===== src/rtl/strip_candidate_scanner_if.sv =====
// strip_candidate_scanner_if: request/candidate/commit bundle between the scanner and its selection stage
interface strip_candidate_scanner_if;
  logic       req_valid;
  logic [6:0] req_width;
  logic       req_ready;
  logic       cand_valid;
  logic [1:0] cand_count;
  logic [3:0] Id1;
  logic [3:0] Id2;
  logic [3:0] Id3;
  logic [6:0] Width1;
  logic [6:0] Width2;
  logic [6:0] Width3;
  logic       commit_valid;
  logic [3:0] commit_id;
  logic       commit_ok;
  logic       commit_err;
  logic       no_fit;
  logic       clear;
  modport slave (
    input  req_valid, req_width, commit_valid, commit_id, clear,
    output req_ready, cand_valid, cand_count, Id1, Id2, Id3, Width1, Width2, Width3,
           commit_ok, commit_err, no_fit
  );
  modport master (
    output req_valid, req_width, commit_valid, commit_id, clear,
    input  req_ready, cand_valid, cand_count, Id1, Id2, Id3, Width1, Width2, Width3,
           commit_ok, commit_err, no_fit
  );
endinterface


===== src/rtl/strip_candidate_scanner.sv =====
// strip_candidate_scanner: finds the first three strips with room for an item and applies the chosen placement
module strip_candidate_scanner #(
  parameter int         NUM_STRIPS = 16,
  parameter logic [6:0] STRIP_CAP  = 7'd100
) (
  input logic                      clk,
  input logic                      rst_n,
  strip_candidate_scanner_if.slave bus
);
  localparam logic [1:0] IDLE   = 2'd0;
  localparam logic [1:0] SCAN   = 2'd1;
  localparam logic [1:0] HOLD   = 2'd2;
  localparam logic [1:0] COMMIT = 2'd3;
  localparam logic [3:0] LAST   = 4'(NUM_STRIPS - 1);
  logic [1:0] state;
  logic [6:0] rem [NUM_STRIPS];
  logic [6:0] wid;
  logic [3:0] idx;
  logic [3:0] cid;
  logic [1:0] cnt;
  logic [3:0] id [3];
  logic [6:0] w [3];
  logic       cv, ok, err, nf;
  logic       hit, done, match;
  logic [1:0] cnt_nx;
  // qualification of the strip under scan and whether the held choice names a filled slot
  always_comb begin
    hit    = rem[idx] >= wid;
    cnt_nx = cnt + 2'(hit);
    done   = (hit && cnt == 2'd2) || idx == LAST;
    match  = (cnt != 2'd0 && id[0] == cid) || (cnt >= 2'd2 && id[1] == cid) || (cnt == 2'd3 && id[2] == cid);
  end
  // control FSM, strip table and candidate slots
  always_ff @(posedge clk) begin
    if (!rst_n) begin
      state <= IDLE;
      for (int s = 0; s < NUM_STRIPS; s++) rem[s] <= STRIP_CAP;
      wid <= '0;
      idx <= '0;
      cid <= '0;
      cnt <= '0;
      for (int s = 0; s < 3; s++) begin
        id[s] <= '0;
        w[s]  <= '0;
      end
      cv  <= 1'b0;
      ok  <= 1'b0;
      err <= 1'b0;
      nf  <= 1'b0;
    end else begin
      ok  <= 1'b0;
      err <= 1'b0;
      nf  <= 1'b0;
      case (state)
        IDLE: begin
          if (bus.clear) for (int s = 0; s < NUM_STRIPS; s++) rem[s] <= STRIP_CAP;
          if (bus.req_valid) begin
            wid <= bus.req_width;
            idx <= '0;
            cnt <= '0;
            for (int s = 0; s < 3; s++) begin
              id[s] <= '0;
              w[s]  <= 7'h7F;
            end
            state <= SCAN;
          end
        end
        SCAN: begin
          for (int s = 0; s < 3; s++) begin
            if (hit && cnt == 2'(s)) begin
              id[s] <= idx;
              w[s]  <= rem[idx];
            end
          end
          cnt <= cnt_nx;
          idx <= idx + 4'd1;
          if (done) begin
            state <= cnt_nx == 2'd0 ? IDLE : HOLD;
            cv    <= cnt_nx != 2'd0;
            nf    <= cnt_nx == 2'd0;
          end
        end
        HOLD: begin
          if (bus.commit_valid) begin
            cid   <= bus.commit_id;
            state <= COMMIT;
          end
        end
        COMMIT: begin
          if (match) rem[cid] <= rem[cid] - wid;
          ok    <= match;
          err   <= !match;
          cv    <= 1'b0;
          state <= IDLE;
        end
      endcase
    end
  end
  assign bus.req_ready  = state == IDLE;
  assign bus.cand_valid = cv;
  assign bus.cand_count = cnt;
  assign bus.Id1        = id[0];
  assign bus.Id2        = id[1];
  assign bus.Id3        = id[2];
  assign bus.Width1     = w[0];
  assign bus.Width2     = w[1];
  assign bus.Width3     = w[2];
  assign bus.commit_ok  = ok;
  assign bus.commit_err = err;
  assign bus.no_fit     = nf;
endmodule


===== src/flat_wrapper.sv =====
// flat-port wrapper written by rule: the top's interface ports become plain ports
module strip_candidate_scanner_flat 
#(
  parameter int         NUM_STRIPS = 16,
  parameter logic [6:0] STRIP_CAP  = 7'd100
)
  (clk, rst_n, bus_req_valid, bus_req_width, bus_commit_valid, bus_commit_id, bus_clear, bus_req_ready, bus_cand_valid, bus_cand_count, bus_Id1, bus_Id2, bus_Id3, bus_Width1, bus_Width2, bus_Width3, bus_commit_ok, bus_commit_err, bus_no_fit);
  strip_candidate_scanner_if bus_i ();
  input logic clk;
  input logic rst_n;
  input wire logic [$bits(bus_i.req_valid)-1:0] bus_req_valid;
  input wire logic [$bits(bus_i.req_width)-1:0] bus_req_width;
  input wire logic [$bits(bus_i.commit_valid)-1:0] bus_commit_valid;
  input wire logic [$bits(bus_i.commit_id)-1:0] bus_commit_id;
  input wire logic [$bits(bus_i.clear)-1:0] bus_clear;
  output wire logic [$bits(bus_i.req_ready)-1:0] bus_req_ready;
  output wire logic [$bits(bus_i.cand_valid)-1:0] bus_cand_valid;
  output wire logic [$bits(bus_i.cand_count)-1:0] bus_cand_count;
  output wire logic [$bits(bus_i.Id1)-1:0] bus_Id1;
  output wire logic [$bits(bus_i.Id2)-1:0] bus_Id2;
  output wire logic [$bits(bus_i.Id3)-1:0] bus_Id3;
  output wire logic [$bits(bus_i.Width1)-1:0] bus_Width1;
  output wire logic [$bits(bus_i.Width2)-1:0] bus_Width2;
  output wire logic [$bits(bus_i.Width3)-1:0] bus_Width3;
  output wire logic [$bits(bus_i.commit_ok)-1:0] bus_commit_ok;
  output wire logic [$bits(bus_i.commit_err)-1:0] bus_commit_err;
  output wire logic [$bits(bus_i.no_fit)-1:0] bus_no_fit;
  assign bus_i.req_valid = bus_req_valid;
  assign bus_i.req_width = bus_req_width;
  assign bus_i.commit_valid = bus_commit_valid;
  assign bus_i.commit_id = bus_commit_id;
  assign bus_i.clear = bus_clear;
  assign bus_req_ready = bus_i.req_ready;
  assign bus_cand_valid = bus_i.cand_valid;
  assign bus_cand_count = bus_i.cand_count;
  assign bus_Id1 = bus_i.Id1;
  assign bus_Id2 = bus_i.Id2;
  assign bus_Id3 = bus_i.Id3;
  assign bus_Width1 = bus_i.Width1;
  assign bus_Width2 = bus_i.Width2;
  assign bus_Width3 = bus_i.Width3;
  assign bus_commit_ok = bus_i.commit_ok;
  assign bus_commit_err = bus_i.commit_err;
  assign bus_no_fit = bus_i.no_fit;
  strip_candidate_scanner #(.NUM_STRIPS(NUM_STRIPS), .STRIP_CAP(STRIP_CAP)) u_core (.clk(clk), .rst_n(rst_n), .bus(bus_i));
endmodule

===== config.mk =====
export PLATFORM = sky130hd
export DESIGN_NAME = strip_candidate_scanner_flat
export DESIGN_NICKNAME = d
export VERILOG_FILES = /design/src/rtl/strip_candidate_scanner_if.sv /design/src/rtl/strip_candidate_scanner.sv /design/src/flat_wrapper.sv
export SDC_FILE = /design/constraint.sdc
export NUM_CORES = 1
export LEC_CHECK = 0
export BUFFER_PORTS_ARGS = -buffer_cell sky130_fd_sc_hd__buf_2
export CELL_PAD_IN_SITES_DETAIL_PLACEMENT = 0
export CELL_PAD_IN_SITES_GLOBAL_PLACEMENT = 1
export CORE_ASPECT_RATIO = 1.5
export CORE_MARGIN = 1.5
export CORE_UTILIZATION = 51
export DETAILED_ROUTE_END_ITERATION = 7
export GPL_TIMING_DRIVEN = 0
export PLACE_DENSITY = 0.91
export RECOVER_POWER = 50
export SLEW_MARGIN = 20
export SYNTH_ARGS = -nofsm -noshare
export SYNTH_HDL_FRONTEND = slang
export SYNTH_SLANG_ARGS = --single-unit

===== constraint.sdc =====
create_clock -name clk -period 5.2 [get_ports clk]
set_input_delay 0.52 -clock clk [delete_from_list [all_inputs] [get_ports clk]]
set_output_delay 0.52 -clock clk [all_outputs]
set_load 0.05 [all_outputs]

==> reports/metrics.csv <==
stage,metric,value,unit
job,maxcap violations,2,
detailed_routing,# DRC,0,
logic_synthesis,Yosys Warn Count,0,
detailed_routing,Initial DRC Count,929,
placed_design,Placement Cell Area,0.00925,mm2
setup_path,Setup crit end kind,flip-flop,
logic_synthesis,"Net Count, Synth",679,
floorplanning,num ports,56,
cts,Setup Buffers After CTS,0,
setup_path,CP max FO,10,
logic_synthesis,asr flop ratio synth,0,%
setup_path,worst path required time,5380,ps
global_route,initial antenna violation count,0,
cts,H-tree depth,4,
global_route,vias in the first global route,6159,
pwr,static leakage,3.08,nW
logic_synthesis,Synth Area in Compound Gates,4.68,%
placed_design,Final Wtd Congestion,0.912,
timing,RSZ-0062 raised after global routing,false,
setup_path,CP max-delay cell,a221oi_1,
detailed_routing,wire per inst,23.9,um
final_layout,area delta synth->final,12.6,%
logic_synthesis,Syn Inst Count,647,
floorplanning,Die Y,163,um
floorplanning,Core ar.,0.0167,mm2
detailed_routing,vias post-DR,6023,
status,violated checks,"max-capacitance violations, max-slew violations",
logic_synthesis,synthesis-stage register bit count,176,
global_route,Global Route Usage Sum,26.6,%
min_path,min-delay worst type,in2reg,
status,status,"complete, but fails checks",
floorplanning,initial core utilization,52.0,%
setup_path,cells on worst reg2reg path,12,
logic_synthesis,sequential fraction of the synthesis area,57.3,%
logic_synthesis,Post-synth EDFFs,145,
timing,period utilization,93.0,%
cts,clock root buffer master,clkbuf_16,
placed_design,PortBufs,54,
setup_path,"Worst Path Class, Setup",reg2reg,
setup_path,FF-to-FF setup slack,360,ps
timing,setup violators final,0,
setup_path,crit path DAT,5010,ps
cts,post-cts sizing count,0,
min_path,min-delay src,bus_req_width[1],
detailed_routing,Via-to-Cell Ratio,6.37,
final_layout,Antenna Cells,0,
cts,CTS sink count,176,
detailed_routing,antenna-violating nets left,0,
setup_path,Startpoint Class,flip-flop,
setup_path,top cell family by delay on the critical path,multiplexers,
logic_synthesis,predominant post-synthesis flop cell,edfxtp_1,
global_route,first-pass GRT wire length,33.8,mm
setup_path,crit path capture,u_core.id[0][9],
detailed_routing,drt first pass iters,8,
cts,cts bufs inserted,17,
setup_path,CP Depth,12,
setup_path,reg2reg end,u_core.id[0][9],
logic_synthesis,mux share of post-synthesis cell area,18.9,%
setup_path,Crit path buffers/inverters,3,
cts,CTS tree,built,
timing,slew of the pin with the lowest slew margin,1570,ps
global_route,largest net degree at the start of global routing,19,
logic_synthesis,post-synth cell types,43,
logic_synthesis,largest family of logic cells by synthesized area,multiplexers,
floorplanning,row count,58,
timing,Max-slew headroom,-5.58,%
detailed_routing,drt total wl,22.6,mm
timing,max-slew violation count,16,
cts,clk slew on worst S/H paths,70,ps
logic_synthesis,simple-gate share of the synthesized area,12.1,%
pwr,maximum vdd drop,174,uV
logic_synthesis,XOR/XNOR share of the synthesized area,1.69,%
floorplanning,die footprint,0.0178,mm2
final_layout,Final Cell Area,0.00978,mm2
setup_path,crit-path cells,buf_2 > buf_2 > mux4_2 > mux4_2 > ha_1 > a21o_1 > a21o_1 > a221oi_1 > nand3b_1 > a21oi_1 > clkbuf_1 > and2_1,
global_route,grt ovf,0,
timing,min cycle time layout,4840,ps
timing,Max Clk Rate,207,MHz
pwr,Power Total,3.23,mW
cts,clk_lat worst skew,440,ps
final_layout,Nets,755,
logic_synthesis,adder-cell share of the synthesized area,2.39,%
logic_synthesis,area of the mapped netlist,0.00868,mm2
timing,Hold Fails Final Rpt,0,
cts,Max Root-Sink Buffers,2,
timing,Worst Skew,10.1,ps
setup_path,Crit path largest cell delay,610,ps
final_layout,share of cells above drive strength 1,18.9,%
placed_design,DP HPWL,17.4,mm
logic_synthesis,Post-Syn Area per Cell,13.4,um2
pwr,pwr/cell area,331,mW/mm2
cts,"Hold-fix buffers, CTS",0,
floorplanning,chip width,110,um
stage by stage:
step	setup WS, ps	utilization, %	hold WS, ps	instances	TNS [ps]
after detailed placement	166	55.4	465	913	0
after CTS	141	58.8	321	945	0
after floorplan	663	-	436	647	0
final	363	58.6	321	946	0
after global placement	-732	55.2	450	911	-16020
after global routing	60.5	58.6	327	946	0
registers in the layout, summed over array words and instances (netlist names), named ones only:
signal / cells
u_core.bus.cand_count: 2
u_core.bus.cand_valid: 1
u_core.bus.commit_err: 1
u_core.bus.commit_ok: 1
u_core.bus.no_fit: 1
u_core.cid: 4
u_core.id: 12
u_core.idx: 4
u_core.rem: 112
u_core.state: 1
u_core.w: 21
u_core.wid: 7
metal layers:
layer,share of wire [%],vias to the layer above,track usage (%)
met3,8.4,95,5.24
met2,55,443,49.7
met5,0,-,0
met1,31,2899,26.8
met4,5.5,0,15.0
li1,-,2586,-
layout by cell type (no fill, tap or decap), types with 5 or more instances in the layout:
cell	n
nor2_1	100
a22oi_1	5
ha_1	15
nor2b_1	8
nor3_1	6
mux4_1	5
or3_1	7
buf_2	24
o21a_1	5
xor2_1	10
mux4_2	65
a21oi_1	14
edfxtp_1	145
inv_8	6
dfxtp_1	31
nand3_1	25
inv_6	5
a21o_1	10
nand2_1	68
clkbuf_16	17
nand2b_1	10
inv_1	15
o21ai_0	18
clkbuf_1	67
tightest hold or removal path, delay by kind of cell:
kind	cells	cell delay, ps
AOI/OAI and AO/OA	1	50
buffers and inverters	1	100
and+or+nand+nor	1	40
synth_stat cells, types with 2 or more instances:
library cell / n / area share (%)
a211o_1: 2 / 0.20
a21o_1: 10 / 0.86
a21oi_1: 14 / 0.81
a22oi_1: 5 / 0.43
and2_1: 5 / 0.36
buf_1: 5 / 0.22
buf_2: 11 / 0.63
buf_6: 2 / 0.26
clkbuf_1: 29 / 1.3
dfxtp_1: 31 / 7.1
edfxtp_1: 145 / 50
ha_1: 15 / 2.2
inv_1: 15 / 0.65
mux2_2: 3 / 0.39
mux4_1: 5 / 1.5
mux4_2: 65 / 17
nand2_1: 68 / 2.9
nand2b_1: 10 / 0.72
nand3_1: 25 / 1.4
nand3b_1: 2 / 0.17
nor2_1: 100 / 4.3
nor2b_1: 8 / 0.58
nor3_1: 6 / 0.35
nor4_1: 4 / 0.29
o21a_1: 5 / 0.43
o21ai_0: 19 / 1.1
o311ai_0: 2 / 0.20
o31a_1: 2 / 0.20
or2_2: 2 / 0.14
or3_1: 7 / 0.50
xnor2_1: 4 / 0.40
xor2_1: 10 / 1.0
worst min path at each step:
stage	endpoint	slack (ps)	depth (start not counted)
global route	u_core.wid[2]	330	3
CTS	u_core.wid[1]	320	3
finish	u_core.wid[1]	320	3
detailed placement	u_core.wid[5]	470	2
floorplan	u_core.wid[2]	440	2
global placement	u_core.wid[5]	450	2
layout make-up:
| cell class | instances | area [um2] |
|---|---|---|
| buffer | 47 | 209 |
| clock buffer | 17 | 425 |
| clock inverter | 15 | 140 |
| fill | 1289 | 6910 |
| inverter | 15 | 56.3 |
| multi-input combinational | 409 | 3470 |
| sequential | 176 | 4970 |
| tap | 210 | 263 |
| timing repair buffer | 57 | 243 |
power breakdown:
part	total [mW]	leakage [nW]	switching, mW	internal [mW]
clock network	1.24	0.277	0.600	0.638
logic	0.375	1.16	0.271	0.104
registers	1.62	1.65	0.0302	1.59
cells by family (layout without fill, tap and decap cells):
logic type	count (synthesis)	count (layout)
xor gates and xnor gates	15	15
and+or+nand+nor	240	240
buffers and inverters	62	151
adders and majority gates	16	16
DFF	176	176
muxes	74	74
AOI/OAI and AO/OA	64	64
Note: power is estimated with default switching activity, not from simulation.
